$ cat config.mk
export PLATFORM = sky130hd
export DESIGN_NAME = pipe_ctrl_unit_flat
export DESIGN_NICKNAME = d
export VERILOG_FILES = /design/src/rtl/pipe_ctrl_if.sv /design/src/rtl/pipe_ctrl_unit.sv /design/src/flat_wrapper.sv
export SDC_FILE = /design/constraint.sdc
export NUM_CORES = 1
export LEC_CHECK = 0
export CAP_MARGIN = 20
export CORE_UTILIZATION = 40
export DETAILED_ROUTE_END_ITERATION = 6
export GPL_TIMING_DRIVEN = 0
export PLACE_DENSITY = 0.8
export SYNTH_ARGS = -nofsm -noshare
export SYNTH_HDL_FRONTEND = slang
export SYNTH_SLANG_ARGS = --single-unit
$ cat constraint.sdc
create_clock -name clk -period 2.24 [get_ports clk]
set_input_delay 0.56 -clock clk [delete_from_list [all_inputs] [get_ports clk]]
set_output_delay 0.56 -clock clk [all_outputs]
set_load 0.1 [all_outputs]
$ cat src/rtl/pipe_ctrl_if.sv
// ----------------------------------------------------------------------------
// pipe_ctrl_if
// Bundles the signals between the pipeline control unit and the datapath.
//   master : datapath side. Drives the IF/ID fields (id_valid, id_opcode,
//            id_rs, id_rt), the ID/EX load destination ex_rt and the ALU
//            zero flag ex_zero; receives the control outputs.
//   slave  : control-unit side. Receives those inputs and drives the PC/IF-ID
//            enables, the flush/redirect flags, the EX/MEM/WB control words
//            and stall_count.
// ----------------------------------------------------------------------------
interface pipe_ctrl_if #(
  parameter int OP_W   = 6,
  parameter int REG_AW = 5,
  parameter int CNT_W  = 16
);
  logic              id_valid;
  logic [OP_W-1:0]   id_opcode;
  logic [REG_AW-1:0] id_rs;
  logic [REG_AW-1:0] id_rt;
  logic [REG_AW-1:0] ex_rt;
  logic              ex_zero;

  logic              pc_write;
  logic              ifid_write;
  logic              ifid_flush;
  logic              pc_src;
  logic              id_jump;
  logic              id_illegal;

  logic              ex_regDst;
  logic              ex_aluSrc;
  logic              ex_branch_eq;
  logic              ex_branch_ne;
  logic [1:0]        ex_aluOp;
  logic              ex_memRead;
  logic              ex_memWrite;
  logic              ex_memToReg;
  logic              ex_regWrite;

  logic              mem_memRead;
  logic              mem_memWrite;
  logic              mem_memToReg;
  logic              mem_regWrite;

  logic              wb_memToReg;
  logic              wb_regWrite;

  logic [CNT_W-1:0]  stall_count;

  modport master (
    output id_valid, id_opcode, id_rs, id_rt, ex_rt, ex_zero,
    input  pc_write, ifid_write, ifid_flush, pc_src, id_jump, id_illegal,
    input  ex_regDst, ex_aluSrc, ex_branch_eq, ex_branch_ne, ex_aluOp,
    input  ex_memRead, ex_memWrite, ex_memToReg, ex_regWrite,
    input  mem_memRead, mem_memWrite, mem_memToReg, mem_regWrite,
    input  wb_memToReg, wb_regWrite, stall_count
  );

  modport slave (
    input  id_valid, id_opcode, id_rs, id_rt, ex_rt, ex_zero,
    output pc_write, ifid_write, ifid_flush, pc_src, id_jump, id_illegal,
    output ex_regDst, ex_aluSrc, ex_branch_eq, ex_branch_ne, ex_aluOp,
    output ex_memRead, ex_memWrite, ex_memToReg, ex_regWrite,
    output mem_memRead, mem_memWrite, mem_memToReg, mem_regWrite,
    output wb_memToReg, wb_regWrite, stall_count
  );
endinterface

$ cat src/rtl/pipe_ctrl_unit.sv
// ----------------------------------------------------------------------------
// pipe_ctrl_unit
// Pipelined control unit: decodes the ID opcode, carries the control word
// through ID/EX, EX/MEM and MEM/WB, inserts LOAD_STALL bubbles on a load-use
// hazard and resolves branch (EX) / jump (ID) redirects with an IF/ID flush.
// Ports:
//   clk   : rising-edge clock
//   rst_n : asynchronous active-low reset
//   bus   : pipe_ctrl_if.slave (ID/EX inputs, enables, flush, stage controls,
//           saturating stall_count)
// ----------------------------------------------------------------------------
module pipe_ctrl_unit #(
  parameter int OP_W       = 6,
  parameter int REG_AW     = 5,
  parameter int LOAD_STALL = 1,
  parameter int CNT_W      = 16
) (
  input  logic      clk,
  input  logic      rst_n,
  pipe_ctrl_if.slave bus
);

  localparam logic [OP_W-1:0] OP_R    = OP_W'(6'b000000);
  localparam logic [OP_W-1:0] OP_J    = OP_W'(6'b000010);
  localparam logic [OP_W-1:0] OP_BEQ  = OP_W'(6'b000100);
  localparam logic [OP_W-1:0] OP_BNE  = OP_W'(6'b000101);
  localparam logic [OP_W-1:0] OP_ADDI = OP_W'(6'b001001);
  localparam logic [OP_W-1:0] OP_LW   = OP_W'(6'b100011);
  localparam logic [OP_W-1:0] OP_SW   = OP_W'(6'b101011);

  localparam int K_W = 2;

  typedef struct packed {
    logic       regDst;
    logic       aluSrc;
    logic       branch_eq;
    logic       branch_ne;
    logic [1:0] aluOp;
    logic       memRead;
    logic       memWrite;
    logic       memToReg;
    logic       regWrite;
  } ctrl_t;

  typedef struct packed {
    logic memRead;
    logic memWrite;
    logic memToReg;
    logic regWrite;
  } mem_ctrl_t;

  typedef struct packed {
    logic memToReg;
    logic regWrite;
  } wb_ctrl_t;

  typedef enum logic {RUN, LU_STALL} state_t;

  state_t           state_q, state_d;
  logic [K_W-1:0]   k_q, k_d;
  ctrl_t            ex_q, ex_d;
  mem_ctrl_t        mem_q;
  wb_ctrl_t         wb_q;
  logic [CNT_W-1:0] cnt_q, cnt_d;

  ctrl_t dec;
  logic  dec_jump, dec_known, uses_rt;
  logic  haz, pc_src, pc_write, ifid_write, ifid_flush, id_jump, bubble, cnt_inc;

  // Decode; an invalid ID slot decodes as a harmless all-zero word.
  always_comb begin
    dec       = '0;
    dec_jump  = 1'b0;
    dec_known = 1'b1;
    uses_rt   = 1'b0;
    case (bus.id_opcode)
      OP_LW:   begin dec.memRead = 1'b1; dec.memToReg = 1'b1; dec.aluSrc = 1'b1;
                     dec.regWrite = 1'b1; end
      OP_SW:   begin dec.memWrite = 1'b1; dec.aluSrc = 1'b1; uses_rt = 1'b1; end
      OP_ADDI: begin dec.aluSrc = 1'b1; dec.regWrite = 1'b1; end
      OP_BEQ:  begin dec.branch_eq = 1'b1; dec.aluOp = 2'b01; uses_rt = 1'b1; end
      OP_BNE:  begin dec.branch_ne = 1'b1; dec.aluOp = 2'b01; uses_rt = 1'b1; end
      OP_R:    begin dec.regDst = 1'b1; dec.regWrite = 1'b1; dec.aluOp = 2'b10;
                     uses_rt = 1'b1; end
      OP_J:    dec_jump = 1'b1;
      default: dec_known = 1'b0;
    endcase
    if (!bus.id_valid) begin
      dec       = '0;
      dec_jump  = 1'b0;
      dec_known = 1'b1;
      uses_rt   = 1'b0;
    end
  end

  // Load in EX whose destination feeds the instruction in ID. r0 never hazards.
  assign haz = bus.id_valid & ex_q.memRead & (bus.ex_rt != '0) &
               ((bus.ex_rt == bus.id_rs) | ((bus.ex_rt == bus.id_rt) & uses_rt));

  assign pc_src = (ex_q.branch_eq & bus.ex_zero) | (ex_q.branch_ne & ~bus.ex_zero);

  // A taken branch squashes whatever ID holds, so it overrides any stall.
  always_comb begin
    state_d    = state_q;
    k_d        = k_q;
    pc_write   = 1'b1;
    ifid_write = 1'b1;
    ifid_flush = 1'b0;
    id_jump    = 1'b0;
    bubble     = 1'b0;
    cnt_inc    = 1'b0;
    if (pc_src) begin
      ifid_flush = 1'b1;
      bubble     = 1'b1;
      state_d    = RUN;
      k_d        = '0;
    end else if (state_q == LU_STALL) begin
      pc_write   = 1'b0;
      ifid_write = 1'b0;
      bubble     = 1'b1;
      cnt_inc    = 1'b1;
      k_d        = k_q - K_W'(1);
      if (k_q == K_W'(1)) state_d = RUN;
    end else if (haz) begin
      pc_write   = 1'b0;
      ifid_write = 1'b0;
      bubble     = 1'b1;
      cnt_inc    = 1'b1;
      if (LOAD_STALL > 1) begin
        state_d = LU_STALL;
        k_d     = K_W'(LOAD_STALL - 1);
      end
    end else if (dec_jump) begin
      id_jump    = 1'b1;
      ifid_flush = 1'b1;
    end
  end

  assign ex_d  = bubble ? '0 : dec;
  assign cnt_d = (cnt_inc && (cnt_q != '1)) ? cnt_q + CNT_W'(1) : cnt_q;

  always_ff @(posedge clk or negedge rst_n) begin
    if (!rst_n) begin
      state_q <= RUN;
      k_q     <= '0;
      ex_q    <= '0;
      mem_q   <= '0;
      wb_q    <= '0;
      cnt_q   <= '0;
    end else begin
      state_q <= state_d;
      k_q     <= k_d;
      ex_q    <= ex_d;
      mem_q   <= '{ex_q.memRead, ex_q.memWrite, ex_q.memToReg, ex_q.regWrite};
      wb_q    <= '{mem_q.memToReg, mem_q.regWrite};
      cnt_q   <= cnt_d;
    end
  end

  assign bus.pc_write     = pc_write;
  assign bus.ifid_write   = ifid_write;
  assign bus.ifid_flush   = ifid_flush;
  assign bus.pc_src       = pc_src;
  assign bus.id_jump      = id_jump;
  assign bus.id_illegal   = bus.id_valid & ~dec_known;

  assign bus.ex_regDst    = ex_q.regDst;
  assign bus.ex_aluSrc    = ex_q.aluSrc;
  assign bus.ex_branch_eq = ex_q.branch_eq;
  assign bus.ex_branch_ne = ex_q.branch_ne;
  assign bus.ex_aluOp     = ex_q.aluOp;
  assign bus.ex_memRead   = ex_q.memRead;
  assign bus.ex_memWrite  = ex_q.memWrite;
  assign bus.ex_memToReg  = ex_q.memToReg;
  assign bus.ex_regWrite  = ex_q.regWrite;

  assign bus.mem_memRead  = mem_q.memRead;
  assign bus.mem_memWrite = mem_q.memWrite;
  assign bus.mem_memToReg = mem_q.memToReg;
  assign bus.mem_regWrite = mem_q.regWrite;

  assign bus.wb_memToReg  = wb_q.memToReg;
  assign bus.wb_regWrite  = wb_q.regWrite;

  assign bus.stall_count  = cnt_q;

endmodule
$ cat src/flat_wrapper.sv
// flat-port wrapper written by rule: the top's interface ports become plain ports
module pipe_ctrl_unit_flat 
#(
  parameter int OP_W       = 6,
  parameter int REG_AW     = 5,
  parameter int LOAD_STALL = 1,
  parameter int CNT_W      = 16
)
  (clk, rst_n, bus_id_valid, bus_id_opcode, bus_id_rs, bus_id_rt, bus_ex_rt, bus_ex_zero, bus_pc_write, bus_ifid_write, bus_ifid_flush, bus_pc_src, bus_id_jump, bus_id_illegal, bus_ex_regDst, bus_ex_aluSrc, bus_ex_branch_eq, bus_ex_branch_ne, bus_ex_aluOp, bus_ex_memRead, bus_ex_memWrite, bus_ex_memToReg, bus_ex_regWrite, bus_mem_memRead, bus_mem_memWrite, bus_mem_memToReg, bus_mem_regWrite, bus_wb_memToReg, bus_wb_regWrite, bus_stall_count);
  pipe_ctrl_if #(.OP_W(OP_W), .REG_AW(REG_AW), .CNT_W(CNT_W)) bus_i ();
  input  logic clk;
  input  logic rst_n;
  input wire logic [$bits(bus_i.id_valid)-1:0] bus_id_valid;
  input wire logic [$bits(bus_i.id_opcode)-1:0] bus_id_opcode;
  input wire logic [$bits(bus_i.id_rs)-1:0] bus_id_rs;
  input wire logic [$bits(bus_i.id_rt)-1:0] bus_id_rt;
  input wire logic [$bits(bus_i.ex_rt)-1:0] bus_ex_rt;
  input wire logic [$bits(bus_i.ex_zero)-1:0] bus_ex_zero;
  output wire logic [$bits(bus_i.pc_write)-1:0] bus_pc_write;
  output wire logic [$bits(bus_i.ifid_write)-1:0] bus_ifid_write;
  output wire logic [$bits(bus_i.ifid_flush)-1:0] bus_ifid_flush;
  output wire logic [$bits(bus_i.pc_src)-1:0] bus_pc_src;
  output wire logic [$bits(bus_i.id_jump)-1:0] bus_id_jump;
  output wire logic [$bits(bus_i.id_illegal)-1:0] bus_id_illegal;
  output wire logic [$bits(bus_i.ex_regDst)-1:0] bus_ex_regDst;
  output wire logic [$bits(bus_i.ex_aluSrc)-1:0] bus_ex_aluSrc;
  output wire logic [$bits(bus_i.ex_branch_eq)-1:0] bus_ex_branch_eq;
  output wire logic [$bits(bus_i.ex_branch_ne)-1:0] bus_ex_branch_ne;
  output wire logic [$bits(bus_i.ex_aluOp)-1:0] bus_ex_aluOp;
  output wire logic [$bits(bus_i.ex_memRead)-1:0] bus_ex_memRead;
  output wire logic [$bits(bus_i.ex_memWrite)-1:0] bus_ex_memWrite;
  output wire logic [$bits(bus_i.ex_memToReg)-1:0] bus_ex_memToReg;
  output wire logic [$bits(bus_i.ex_regWrite)-1:0] bus_ex_regWrite;
  output wire logic [$bits(bus_i.mem_memRead)-1:0] bus_mem_memRead;
  output wire logic [$bits(bus_i.mem_memWrite)-1:0] bus_mem_memWrite;
  output wire logic [$bits(bus_i.mem_memToReg)-1:0] bus_mem_memToReg;
  output wire logic [$bits(bus_i.mem_regWrite)-1:0] bus_mem_regWrite;
  output wire logic [$bits(bus_i.wb_memToReg)-1:0] bus_wb_memToReg;
  output wire logic [$bits(bus_i.wb_regWrite)-1:0] bus_wb_regWrite;
  output wire logic [$bits(bus_i.stall_count)-1:0] bus_stall_count;
  assign bus_i.id_valid = bus_id_valid;
  assign bus_i.id_opcode = bus_id_opcode;
  assign bus_i.id_rs = bus_id_rs;
  assign bus_i.id_rt = bus_id_rt;
  assign bus_i.ex_rt = bus_ex_rt;
  assign bus_i.ex_zero = bus_ex_zero;
  assign bus_pc_write = bus_i.pc_write;
  assign bus_ifid_write = bus_i.ifid_write;
  assign bus_ifid_flush = bus_i.ifid_flush;
  assign bus_pc_src = bus_i.pc_src;
  assign bus_id_jump = bus_i.id_jump;
  assign bus_id_illegal = bus_i.id_illegal;
  assign bus_ex_regDst = bus_i.ex_regDst;
  assign bus_ex_aluSrc = bus_i.ex_aluSrc;
  assign bus_ex_branch_eq = bus_i.ex_branch_eq;
  assign bus_ex_branch_ne = bus_i.ex_branch_ne;
  assign bus_ex_aluOp = bus_i.ex_aluOp;
  assign bus_ex_memRead = bus_i.ex_memRead;
  assign bus_ex_memWrite = bus_i.ex_memWrite;
  assign bus_ex_memToReg = bus_i.ex_memToReg;
  assign bus_ex_regWrite = bus_i.ex_regWrite;
  assign bus_mem_memRead = bus_i.mem_memRead;
  assign bus_mem_memWrite = bus_i.mem_memWrite;
  assign bus_mem_memToReg = bus_i.mem_memToReg;
  assign bus_mem_regWrite = bus_i.mem_regWrite;
  assign bus_wb_memToReg = bus_i.wb_memToReg;
  assign bus_wb_regWrite = bus_i.wb_regWrite;
  assign bus_stall_count = bus_i.stall_count;
  pipe_ctrl_unit #(.OP_W(OP_W), .REG_AW(REG_AW), .LOAD_STALL(LOAD_STALL), .CNT_W(CNT_W)) u_core (.clk(clk), .rst_n(rst_n), .bus(bus_i));
endmodule
After elaboration in Yosys (flattened, before gate mapping)
Cells that the tools add are included.
{ "word_totals": {"ff_bits": 35, "latch_bits": 0, "mem_bits_rw": 0, "rom_bits": 0, "inputBits": 25, "word_cells": 83, "memories": 0} }
{ "classes": {"n_addsub": 2, "mul": 0, "n_div": 0, "magnitude_cmp": 0, "n_eq_ne": 10, "shift": 0, "mux": 33, "bitwise_logic": 11, "n_reduce_logical": 9} }
{ "ops": {"columns": ["op", "count"], "rows": [
  ["1-bit two-way mux", 28],
  ["10-bit two-way mux", 2],
  ["16-bit by 1-bit adder with 16-bit output, second input constant", 1],
  ["16-bit inequality test, second input constant", 1],
  ["6-bit by 3-bit equality test with 1-bit output, second input constant", 2],
  ["6-bit equality test, second input constant", 2],
  ["5-bit equality test", 2],
  ["1-bit AND", 7],
  ["7-bit OR reduction", 1],
  ["6-bit by 2-bit equality test with 1-bit output, second input constant", 1],
  ["6-bit by 4-bit equality test with 1-bit output, second input constant", 1],
  ["6-bit zero test", 1],
  ["3-bit OR reduction", 2],
  ["5-bit nonzero test", 1],
  ["2-bit two-way mux", 2],
  ["2-bit case mux with 2 select lines", 1],
  ["4-bit OR reduction", 1],
  ["2-bit by 1-bit equality test with 1-bit output, second input constant", 1],
  ["1-bit inverter", 2],
  ["1-bit bitwise OR", 2],
  ["2-bit nonzero test", 1],
  ["2-bit OR reduction", 1],
  ["2-bit by 1-bit subtractor with 2-bit output, second input constant", 1],
  ["1-bit logical AND", 1]
]} }

Depth between registers and ports, before layout
Gate-level depths: netlist of run 1.
{ "depth": {"word_depth": 11, "depth_mapped": 8, "depth_no_buf": 7} }

Worst setup path before layout of run 1
OpenSTA, ideal clock, no wires.
{ "synth_path": {"kind": "input-to-output", "from": "input bus_id_opcode[0]", "to": "output bus_ifid_flush", "arrival_time_ns": 3.601, "t_required_ns": 1.680, "setup_slack_ns": -1.921, "path_stages": 7, "n_path_buf": 1, "cell_sequence": "clkbuf_1 > nand2b_1 > mux2i_1 > and3_2 > o21ai_2 > nand2_1 > o21ai_0"} }
{ "synth_via": {"elab_chain_cells": 10} }
{ "synth_lines": {"columns": ["item", "line_no", "source"], "rows": [
  ["start: declaration", "flat_wrapper.sv:14", "input wire logic [$bits(bus_i.id_opcode)-1:0] bus_id_opcode;"],
  ["6-bit equality test (tied with other cells)", "pipe_ctrl_unit.sv:76", "case (bus.id_opcode)"],
  ["4-bit OR reduction (no source line)", null, null],
  ["1-bit two-way mux", "pipe_ctrl_unit.sv:76", null],
  ["1-bit two-way mux", "pipe_ctrl_unit.sv:88", "if (!bus.id_valid) begin"],
  ["1-bit AND", "pipe_ctrl_unit.sv:98", "((bus.ex_rt == bus.id_rs) | ((bus.ex_rt == bus.id_rt) & uses_rt));"],
  ["1-bit bitwise OR", "pipe_ctrl_unit.sv:98", null],
  ["1-bit AND", "pipe_ctrl_unit.sv:97", "assign haz = bus.id_valid & ex_q.memRead & (bus.ex_rt != '0) &"],
  ["1-bit two-way mux (*)", "pipe_ctrl_unit.sv:124", "end else if (haz) begin"],
  ["1-bit two-way mux (*)", "pipe_ctrl_unit.sv:117", "end else if (state_q == LU_STALL) begin"],
  ["1-bit two-way mux (*)", "pipe_ctrl_unit.sv:112", "if (pc_src) begin"],
  ["end: declaration", "flat_wrapper.sv:21", "output wire logic [$bits(bus_i.ifid_flush)-1:0] bus_ifid_flush;"]
]} }
Mark *: on every way between the ends. The rest lies on a longest branch, timed or not.

Final worst setup path of run 1
{ "layout_path": {"from": "input bus_ex_rt[3]", "to": "output bus_pc_write"} }
{ "layout_via": {"elab_chain_cells": 7} }
{ "layout_lines": {"columns": ["item", "line_no", "source"], "rows": [
  ["start: declaration", "flat_wrapper.sv:17", "input wire logic [$bits(bus_i.ex_rt)-1:0] bus_ex_rt;"],
  ["5-bit equality test", "pipe_ctrl_unit.sv:98", null],
  ["1-bit AND", "pipe_ctrl_unit.sv:98", null],
  ["1-bit bitwise OR", "pipe_ctrl_unit.sv:98", null],
  ["1-bit AND (*)", "pipe_ctrl_unit.sv:97", null],
  ["1-bit two-way mux (*)", "pipe_ctrl_unit.sv:124", null],
  ["1-bit two-way mux (*)", "pipe_ctrl_unit.sv:117", null],
  ["1-bit two-way mux (*)", "pipe_ctrl_unit.sv:112", null],
  ["end: declaration", "flat_wrapper.sv:19", "output wire logic [$bits(bus_i.pc_write)-1:0] bus_pc_write;"]
]} }
Marked as above.

==> results of run 1 <==
-- Yosys cell counts, types with 2 or more instances --
cell / instances / area, µm²
a21oi_1: 2 / 10.01
and3_1: 3 / 18.77
buf_4: 4 / 30.03
buf_6: 3 / 33.78
dfrtp_1: 32 / 800.8
ha_1: 2 / 25.02
inv_1: 6 / 22.52
mux2_2: 2 / 22.52
mux2i_1: 2 / 20.02
nand2_1: 6 / 22.52
nand2b_1: 2 / 12.51
nand3_1: 18 / 90.09
nand3b_1: 2 / 15.01
nand4_1: 6 / 37.54
nor2_1: 14 / 52.55
nor3_1: 12 / 60.06
nor4_1: 2 / 12.51
o21ai_0: 2 / 10.01
or3_1: 2 / 12.51
xnor2_1: 18 / 157.7
xor2_1: 8 / 70.07
-- worst max-delay path by stage --
stage,endpoint,slack [ps],depth (start not counted),startpoint
after global placement,bus_pc_write,-1690,8,bus_ex_rt[1]
after global routing,bus_pc_write,-410,8,bus_id_rt[4]
after CTS,bus_pc_write,-380,8,bus_id_opcode[3]
after floorplan,bus_pc_write,-700,7,bus_id_opcode[5]
final,bus_pc_write,-340,8,bus_ex_rt[3]
after detailed placement,bus_pc_write,-1700,8,bus_ex_rt[1]
-- repair_timing --
action | in CTS | in global routing
pin swaps | 16 | 15
hold endpoints to repair | 0 | 0
buffers inserted | 5 | 6
endpoints found under the setup margin | 41 | 10
resized for setup | 133 | 19
-- per-stage QoR --
| stage | hold WS [ps] | cell area [µm²] | worst slack (ps) |
|---|---|---|---|
| 2_1_floorplan | 264.4 | 1799 | -704.8 |
| 3_3_place_gp | 360.0 | 2442 | -1687 |
| 3_5_place_dp | 364.8 | 2437 | -1703 |
| 4_1_cts | 343.5 | 2591 | -382.4 |
| 5_1_grt | 372.7 | 2658 | -405.6 |
| 6_report | 330.2 | 2658 | -341.8 |
-- cells by family after synthesis --
| family | Yosys count | synth area share |
|---|---|---|
| and+or+nand+nor | 78 | 0.2488 |
| DFF | 32 | 0.4614 |
| xor gates and xnor gates | 26 | 0.1312 |
| buffers and inverters | 15 | 0.05479 |
| AOI/OAI and AO/OA | 10 | 0.04831 |
| muxes | 6 | 0.04109 |
| adders and majority gates | 2 | 0.01442 |
-- cell usage in the layout, fill, tap and decap left out, types with 3 or more instances in the layout --
cell and count:
clkbuf_2 6, clkbuf_8 6, nor2_1 12, xor2_1 8, o21ai_4 3, buf_12 5, xnor2_1 18, nand4_1 6
clkdlybuf4s15_1 4, inv_1 4, buf_4 16, nand3_1 17, and3_1 3, nor3_1 12, nand2_1 5, dfrtp_1 22
dfrtp_2 10, dlygate4sd2_1 35, buf_6 4, buf_2 5
-- power breakdown --
part	switching, µW	total [µW]	internal, µW	leakage (µW)
clock	197	447	250	0.0000455
combinational	165	267	102	0.000795
sequential	21.1	625	603	0.000421
-- metal layers --
| layer | GRT usage | vias up |
|---|---|---|
| met5 | 0 | - |
| met2 | 0.3193 | 56 |
| li1 | - | 736 |
| met3 | 0.06667 | 6 |
| met4 | 0.07031 | 0 |
| met1 | 0.2374 | 714 |
-- critical path, cell delays in order --
cell	delay, ps
buf_8	100
or3_4	380
o311a_4	400
o21ai_4	160
a21oi_4	60
clkinvlp_4	90
buf_8	100
buf_12	160
-- area by class of cell --
type	instances	area (µm²)
timing repair buffer	69	604.3
tap	50	62.56
buffer	9	105.1
fill	338	1429
inverter	6	30.03
clock buffer	8	90.09
multi-input combinational	122	952.2
sequential	32	813.3
==> summary.md, run 1 <==
| Metric | Value |
|---|---|
| Port buffer count | between 50 and 60 |
| Mapped Cells | 169 |
| Metal-1 WL | 1.686 mm |
| Io pins | 63 |
| Vias in the first global route | 1379 |
| Reg2Reg Setup Slack | around 270 ps |
| Hold-fix buffer count after cts | 0 |
| Ys flop type | dfrtp_1 |
| Fin util | 0.6503 |
| Fin crit share | 1.153 |
| WP data arrival | 2020 ps |
| DR pass1 iterations | 6 |
| Status | finished, violations left |
| R2r worst-path depth | 7 |
| Placed cells | 277 |
| Clock sinks | 32 |
| Final worst slack | -341.8 ps |
| Core Area | 4086 µm² |
| Chip Height | 67.87 µm |
| Vias | 1512 |
| CP required | 1680 ps |
| Routed WL | roughly 4 mm |
| Largest net degree at the start of global routing | 33 |
| RR Startpoint | u_core.bus.stall_count[0] |
| Max FFs per register | 16 |
| Worst R2R End | u_core.bus.stall_count[11] |
| Hpwl dp | 2.798 mm |
| Residual DRC | 0 |
| Synthesized area per cell | 10.27 µm² |
| Nets | 272 |
| Max_cap viols | 0 |
| Synth warnings | 0 |
| Startpoint Class | input pin |
| Max Used Layer | met4 |
| CTS tree | built |
| Final Setup Violations | 5 |
| Number of DRC markers in iteration 0 | 113 |
| Chip width | 67.87 µm |
| Global-route wire length before repair | approximately 6.5 mm |
| Num CTS Buffers | 5 |
| Routed wl met3 | 287 µm |
| Routability congestion estimate from global placement | 0.8187 |
| Worst vdd ir | about 240 µV |
| Die ar. | about 4600 µm² |
| Routed WL per cell | around 14 µm |
| Critical Path End Type | output pin |
| Failing checks | negative setup slack |
| Cell Area, Synth | 1735 µm² |
| Synth async-reset ratio | 1.000 |
| Max-Slew Margin vs Limit | 0.3449 |
| Row Count | 23 |
| Yosys reg bits | 32 |
| Setup CP Type | input pin to output pin |
| Area delta synth->final | 53.14% |
| Clock Pin Slew Worst Setup and Hold Paths | ~60 ps |
| EDFF count, synth | 0 |
| Layout cells sized above 1 | 0.3333 |
| Routed vias/inst | slightly above 5 |
| Max Fclk | about 390 MHz |
| Worst hold path class | input pin to asynchronous set/reset pin |
| Tmin final | 2582 ps |
| Crit path max fanout | 3 |
| Clock Path Buffers | 2 |
| Initial Utilization | 0.4247 |
| CTS Root Cell | clkbuf_8 |
| Synthesized net count | about 200 |
| Routed Antenna Nets | 0 |
| RSZ-0062 raised after global routing | yes |
| Global route overflow | 0 |
| Seq/Total Area, Yosys | 0.4614 |
| Clock latency on the worst-skew pair | roughly 280 ps |
| H-Tree Depth | 2 |
| Global-route usage over all layers | 0.1951 |
| Antenna violations before repair | 0 |
| Setup TNS | -1454 ps |
| Synth unique cells | 42 |
| Met2 wire len | 1.981 mm |
| Fin cells | 296 |
| Number of inserted diodes | 0 |
| Final Max Slew Viols | 0 |
| Fin. Hold Viols | 0 |
| Power Density | 503.5 nW/µm² |
| Layout Skew | around 1.3 ps |
| Leak pwr | 0.001261 µW |
| Total power | approximately 1300 µW |
| Slew @ Worst Pin | 986.5 ps |
(Power assumes the default switching activity.)
==> inputs of run 2 (changes only) <==
--- a/config.mk
+++ b/config.mk
@@ -7,9 +7,11 @@
 export LEC_CHECK = 0
 export CAP_MARGIN = 20
 export CORE_UTILIZATION = 40
+export CTS_CLUSTER_SIZE = 30
 export DETAILED_ROUTE_END_ITERATION = 6
 export GPL_TIMING_DRIVEN = 0
 export PLACE_DENSITY = 0.8
 export SYNTH_ARGS = -nofsm -noshare
 export SYNTH_HDL_FRONTEND = slang
 export SYNTH_SLANG_ARGS = --single-unit
+export TNS_END_PERCENT = 50
==> run 2 against run 1 <==
Power hardly changed. Global-route usage is the same. Die area unchanged. Critical path depth is the same. Sequential power about the same. Critical endpoint unchanged. Utilization decreased by 0.21 points. The flow still finishes with violations (negative setup slack). Count of clock-buffer cells in the layout unchanged. First-iteration DRC count grew 28%. Register-to-register slack barely moved. Highest routed layer unchanged.
==> summary.md, run 2 (synthesis gave the netlist of run 1 again) <==
| Metric | Value |
|---|---|
| Status | finished, violations left |
| Failing checks | negative setup slack |
| Sequential share of power | 0.467 |
| H-Tree Depth | 2 |
| Routability congestion estimate from global placement | 0.8187 |
| Io pins | 63 |
| Worst vdd ir | 241.5 µV |
| Worst hold path class | input pin to asynchronous set/reset pin |
| CP required | 1680 ps |
| Chip Height | 67.87 µm |
| Global route overflow | 0 |
| Reg2Reg Setup Slack | 280 ps |
| Routed vias/inst | 5.095 |
| Met2 wire len | 1.911 mm |
| Largest net degree at the start of global routing | 33 |
| Switching part of the total | 0.2860 |
| WP data arrival | 2020 ps |
| Clock Path Buffers | 2 |
| Initial Utilization | 0.4247 |
| Max Used Layer | met4 |
| Setup CP Type | input pin to output pin |
| Total internal power | ~960 µW |
| Routed Antenna Nets | 0 |
| Vias | about 1500 |
| Clock sinks | 32 |
| Routed wl met3 | roughly 310 µm |
| Port buffer count | 58 |
| Leak pwr | 0.001254 µW |
| Slew @ Worst Pin | just under 1000 ps |
| Final Setup Violations | 5 |
| Setup TNS | -1471 ps |
| DR pass1 iterations | 5 |
| Metal-1 WL | 1.671 mm |
| Layout cells sized above 1 | 0.3279 |
| Antenna violations before repair | 0 |
| Vias in the first global route | 1379 |
| Routed WL per cell | 13.45 µm |
| Fin crit share | 1.152 |
| Clock latency on the worst-skew pair | 280 ps |
| Max-Slew Margin vs Limit | 0.3450 |
| Layout Skew | about 2.0 ps |
| Crit path max fanout | 3 |
| Fillers | approximately 340 |
| CTS Root Cell | clkbuf_8 |
| Fin. Hold Viols | 0 |
| Max_cap viols | 0 |
| Die ar. | 4606 µm² |
| Global-route wire length before repair | 6.513 mm |
| Residual DRC | 0 |
| Number of inserted diodes | 0 |
| Critical Path End Type | output pin |
| Gate power share | 0.199 |
| CTS tree | built |
| Num CTS Buffers | 5 |
| Max FFs per register | 16 |
| Final Max Slew Viols | 0 |
| Hold-fix buffer count after cts | 0 |
| Max Fclk | a little under 400 MHz |
| Chip width | slightly below 70 µm |
| Hpwl dp | 2.798 mm |
| RSZ-0062 raised after global routing | yes |
| Switching power | 382.8 µW |
| Nets | 270 |
| Final worst slack | -340.3 ps |
| Startpoint Class | input pin |
| Global-route usage over all layers | 0.1951 |
| Core Area | 4086 µm² |
| Clock Pin Slew Worst Setup and Hold Paths | 60 ps |
| Row Count | 23 |
| Power Density | 505.4 nW/µm² |
| Most frequent cells in the layout | dlygate4sd2_1, dfrtp_1, xnor2_1 |
| Most common cell after layout, fill and taps aside | dlygate4sd2_1 |
| Fin util | 0.6482 |
| Number of DRC markers in iteration 0 | approximately 150 |
| Clock power frac | 0.335 |
| Tmin final | 2580 ps |
| Routed WL | just under 4 mm |
| Area delta synth->final | 52.63% |
[run 2: changes by cell type in the layout (fill, tap and decap cells not counted), sizes merged]
cell    before  now
clkbuf      14   13
buf         32   31
[run 2: cell type report]
type | count | area (µm²) | share of cell area
Inverter | 6 | 30.03 | 0.01134
Clock buffer | 8 | 90.09 | 0.03401
Sequential cell | 32 | 813.3 | 0.3070
Multi-Input combinational cell | 122 | 952.2 | 0.3595
Tap cell | 50 | 62.56 | 0.02362
Timing Repair Buffer | 67 | 595.6 | 0.2248
Buffer | 9 | 105.1 | 0.03968
[run 2: critical path: stages]
cell and delay [ps]:
buf_8 100, or3_4 380, o311a_4 400, o21ai_4 160
a21oi_4 60, clkinvlp_4 90, buf_8 100, buf_12 160
[run 2: power by group through the flow]
stage | clock, µW | sequential, µW | combinational (µW)
2_1_floorplan | 0 | 687 | 115
3_3_place_gp | 0 | 634 | 257
3_5_place_dp | 0 | 634 | 264
4_1_cts | 460 | 625 | 261
5_1_grt | 491 | 629 | 291
6_report | 448 | 624 | 266
[run 2: stage by stage]
step | hold WS (ps) | cell area, µm² | setup slack [ps] | total power [µW] | std cells
2_1_floorplan | 264.4 | 1799 | -704.8 | 802.1 | 169
3_3_place_gp | 360.0 | 2442 | -1687 | 890.9 | 277
3_5_place_dp | 364.8 | 2437 | -1703 | 897.4 | 277
4_1_cts | 343.5 | 2591 | -382.4 | 1346 | 290
5_1_grt | 372.7 | 2649 | -405.6 | 1411 | 294
6_report | 325.3 | 2649 | -340.3 | 1339 | 294
[run 2: worst paths after layout]
| check | from | depth (start not counted) | endpoint |
|---|---|---|---|
| setup / recovery | bus_ex_rt[3] | 8 | bus_pc_write |
| hold / removal | rst_n | 1 | u_core.bus.wb_memToReg |
| setup reg to reg | u_core.bus.stall_count[0] | 7 | u_core.bus.stall_count[1] |
| hold reg to reg | u_core.bus.mem_regWrite | 0 | u_core.bus.wb_regWrite |
| max in group asynchronous | rst_n | 1 | u_core.bus.stall_count[9] |
| min in group clk | u_core.bus.mem_regWrite | 0 | u_core.bus.wb_regWrite |
[run 2: routing by layer]
layer,track usage,vias to the layer above
li1,-,732
met1,0.2374,704
met2,0.3193,56
met3,0.06667,6
met4,0.07031,0
met5,0,-
[run 2: repair_timing]
item / in CTS / in global routing
pin swaps: 16 / 14
endpoints found under the hold margin: 0 / 0
endpoints found under the setup margin: 41 / 10
cloned: 0 / 0
gates resized for setup: 133 / 20
setup buffers: 5 / 4
==> inputs of run 3 (changes only) <==
--- a/config.mk
+++ b/config.mk
@@ -10,7 +10,9 @@
 export CTS_CLUSTER_SIZE = 30
 export DETAILED_ROUTE_END_ITERATION = 6
 export GPL_TIMING_DRIVEN = 0
+export MAX_ROUTING_LAYER = met4
 export PLACE_DENSITY = 0.8
+export SKIP_CTS_REPAIR_TIMING = 1
 export SYNTH_ARGS = -nofsm -noshare
 export SYNTH_HDL_FRONTEND = slang
 export SYNTH_SLANG_ARGS = --single-unit
==> run 3 against run 2 <==
Largest power group unchanged. The run still ends with negative setup slack left. Cell count decreased by 0.34%. Design area rose by 5.5%. Critical path type unchanged. Largest cell class unchanged. Clock skew grew 0.51 ps. Utilization increased by 3.6 points. Sequential power barely moved.
==> summary.md, run 3 (synthesis gave the netlist of run 1 again) <==
| Metric | Value |
|---|---|
| Clock Path Buffers | 2 |
| Largest net degree at the start of global routing | 33 |
| Critical Path End Type | output pin |
| Clock Pin Slew Worst Setup and Hold Paths | 60 ps |
| Global route overflow | 0 |
| Routed vias/inst | 5.195 |
| Final Max Slew Viols | 0 |
| Fin cells | 293 |
| Row Count | 23 |
| Io pins | 63 |
| Status | finished, violations left |
| Layout Skew | 2.483 ps |
| Global-route wire length before repair | 5.975 mm |
| Antenna violations before repair | 0 |
| Routed Antenna Nets | 0 |
| Max-Slew Margin vs Limit | 0.3375 |
| Die ar. | 4606 µm² |
| Layout cells sized above 1 | 0.3004 |
| Vias | 1522 |
| RSZ-0062 raised after global routing | yes |
| FF/Latch Area | 813.3 µm² |
| Failing checks | negative setup slack |
| Routability congestion estimate from global placement | 0.8309 |
| Final worst slack | -396.3 ps |
| Area delta synth->final | 61.07% |
| Max FFs per register | 16 |
| Most common cell after layout, fill and taps aside | dlymetal6s2s_1 |
| Worst slack, placed | -1703 ps |
| Total power | roughly 1300 µW |
| Max Fclk | 379.3 MHz |
| Leak pwr | 0.001776 µW |
| Num CTS Buffers | 5 |
| Number of DRC markers in iteration 0 | about 160 |
| WP data arrival | 2080 ps |
| Fin crit share | 1.177 |
| Vias in the first global route | 1331 |
| Area of the multi-input gates | 943.4 µm² |
| Nets | 269 |
| CP required | 1680 ps |
| Number of inserted diodes | 0 |
| Fin. Hold Viols | 0 |
| Residual DRC | 0 |
| Worst vdd ir | 241.5 µV |
| Port buffer count | between 50 and 60 |
| Crit path max fanout | 3 |
| Fillers | 318 |
| Power Density | ~480 nW/µm² |
| Hpwl dp | 2.798 mm |
| Global-route usage over all layers | 0.1839 |
| CTS Root Cell | clkbuf_8 |
| Placed cells | 277 |
| Final Instance Area | 2795 µm² |
| Worst hold path class | input pin to asynchronous set/reset pin |
| DR pass1 iterations | 4 |
| Max_cap viols | 0 |
| Core Area | 4086 µm² |
| Most frequent cells in the layout | dlymetal6s2s_1, dfrtp_1, xnor2_1 |
| Fin util | 0.6840 |
| Chip width | between 60 and 70 µm |
| Startpoint Class | input pin |
| H-Tree Depth | 2 |
| Chip Height | 67.87 µm |
| DP Area | 2437 µm² |
| Initial Utilization | 0.4247 |
| Clock latency on the worst-skew pair | 280 ps |
| Tmin final | 2636 ps |
| Routed WL | 4.169 mm |
| Slew @ Worst Pin | 992.1 ps |
| Final Setup Violations | 5 |
| Setup CP Type | input pin to output pin |
| CTS tree | built |
| Routed WL per cell | 14.23 µm |
| Clock sinks | 32 |
[run 3: area by class of cell]
class | count | share of cell area
Tap cell | 50 | 0.02238
Buffer | 9 | 0.03044
Clock buffer | 8 | 0.03223
Multi-Input combinational cell | 122 | 0.3375
Sequential cell | 32 | 0.2910
Timing Repair Buffer | 66 | 0.2757
Inverter | 6 | 0.01074
[run 3: routing by layer]
metal / wire length, µm / vias to the layer above / track usage
met1: 1735 / 723 / 0.2222
met4: 82 / 0 / 0.07031
met2: 2053 / 58 / 0.2847
met3: 297 / 8 / 0.06000
li1: - / 733 / -
met5: 0 / - / -
[run 3: path summary, 6_finish.rpt]
check                                               start  slack, ps  cells past startpoint                         to
worst max register to register  u_core.bus.stall_count[0]        260                      7  u_core.bus.stall_count[1]
min in group clk                  u_core.bus.mem_regWrite        370                      0     u_core.bus.wb_regWrite
worst min-delay path                                rst_n        320                      1    u_core.bus.mem_memWrite
worst max-delay path                         bus_ex_rt[3]       -400                      8               bus_pc_write
max in group asynchronous                           rst_n       1430                      1    u_core.bus.ex_branch_ne
worst min register to register    u_core.bus.mem_regWrite        370                      0     u_core.bus.wb_regWrite
[run 3: worst max-delay path, cell delays in order]
cell and delay (ps):
buf_8 100, or3_4 390, o311a_4 400, o21ai_4 210
a21oi_4 70, clkinvlp_4 90, buf_8 100, buf_12 160
[run 3: power breakdown]
group	leakage, µW	switching, µW	internal [µW]
clock network	0.0000455	196	250
logic	0.00131	167	110
registers	0.000421	20.8	603
total	0.00178	384	964
[run 3: metrics by stage]
step	hold slack (ps)	TNS, ps
after floorplan	264.4	-1980
after global placement	360.0	-13970
after detailed placement	364.8	-13890
after CTS	343.5	-13740
after global routing	380.0	-1623
final	318.2	-1433
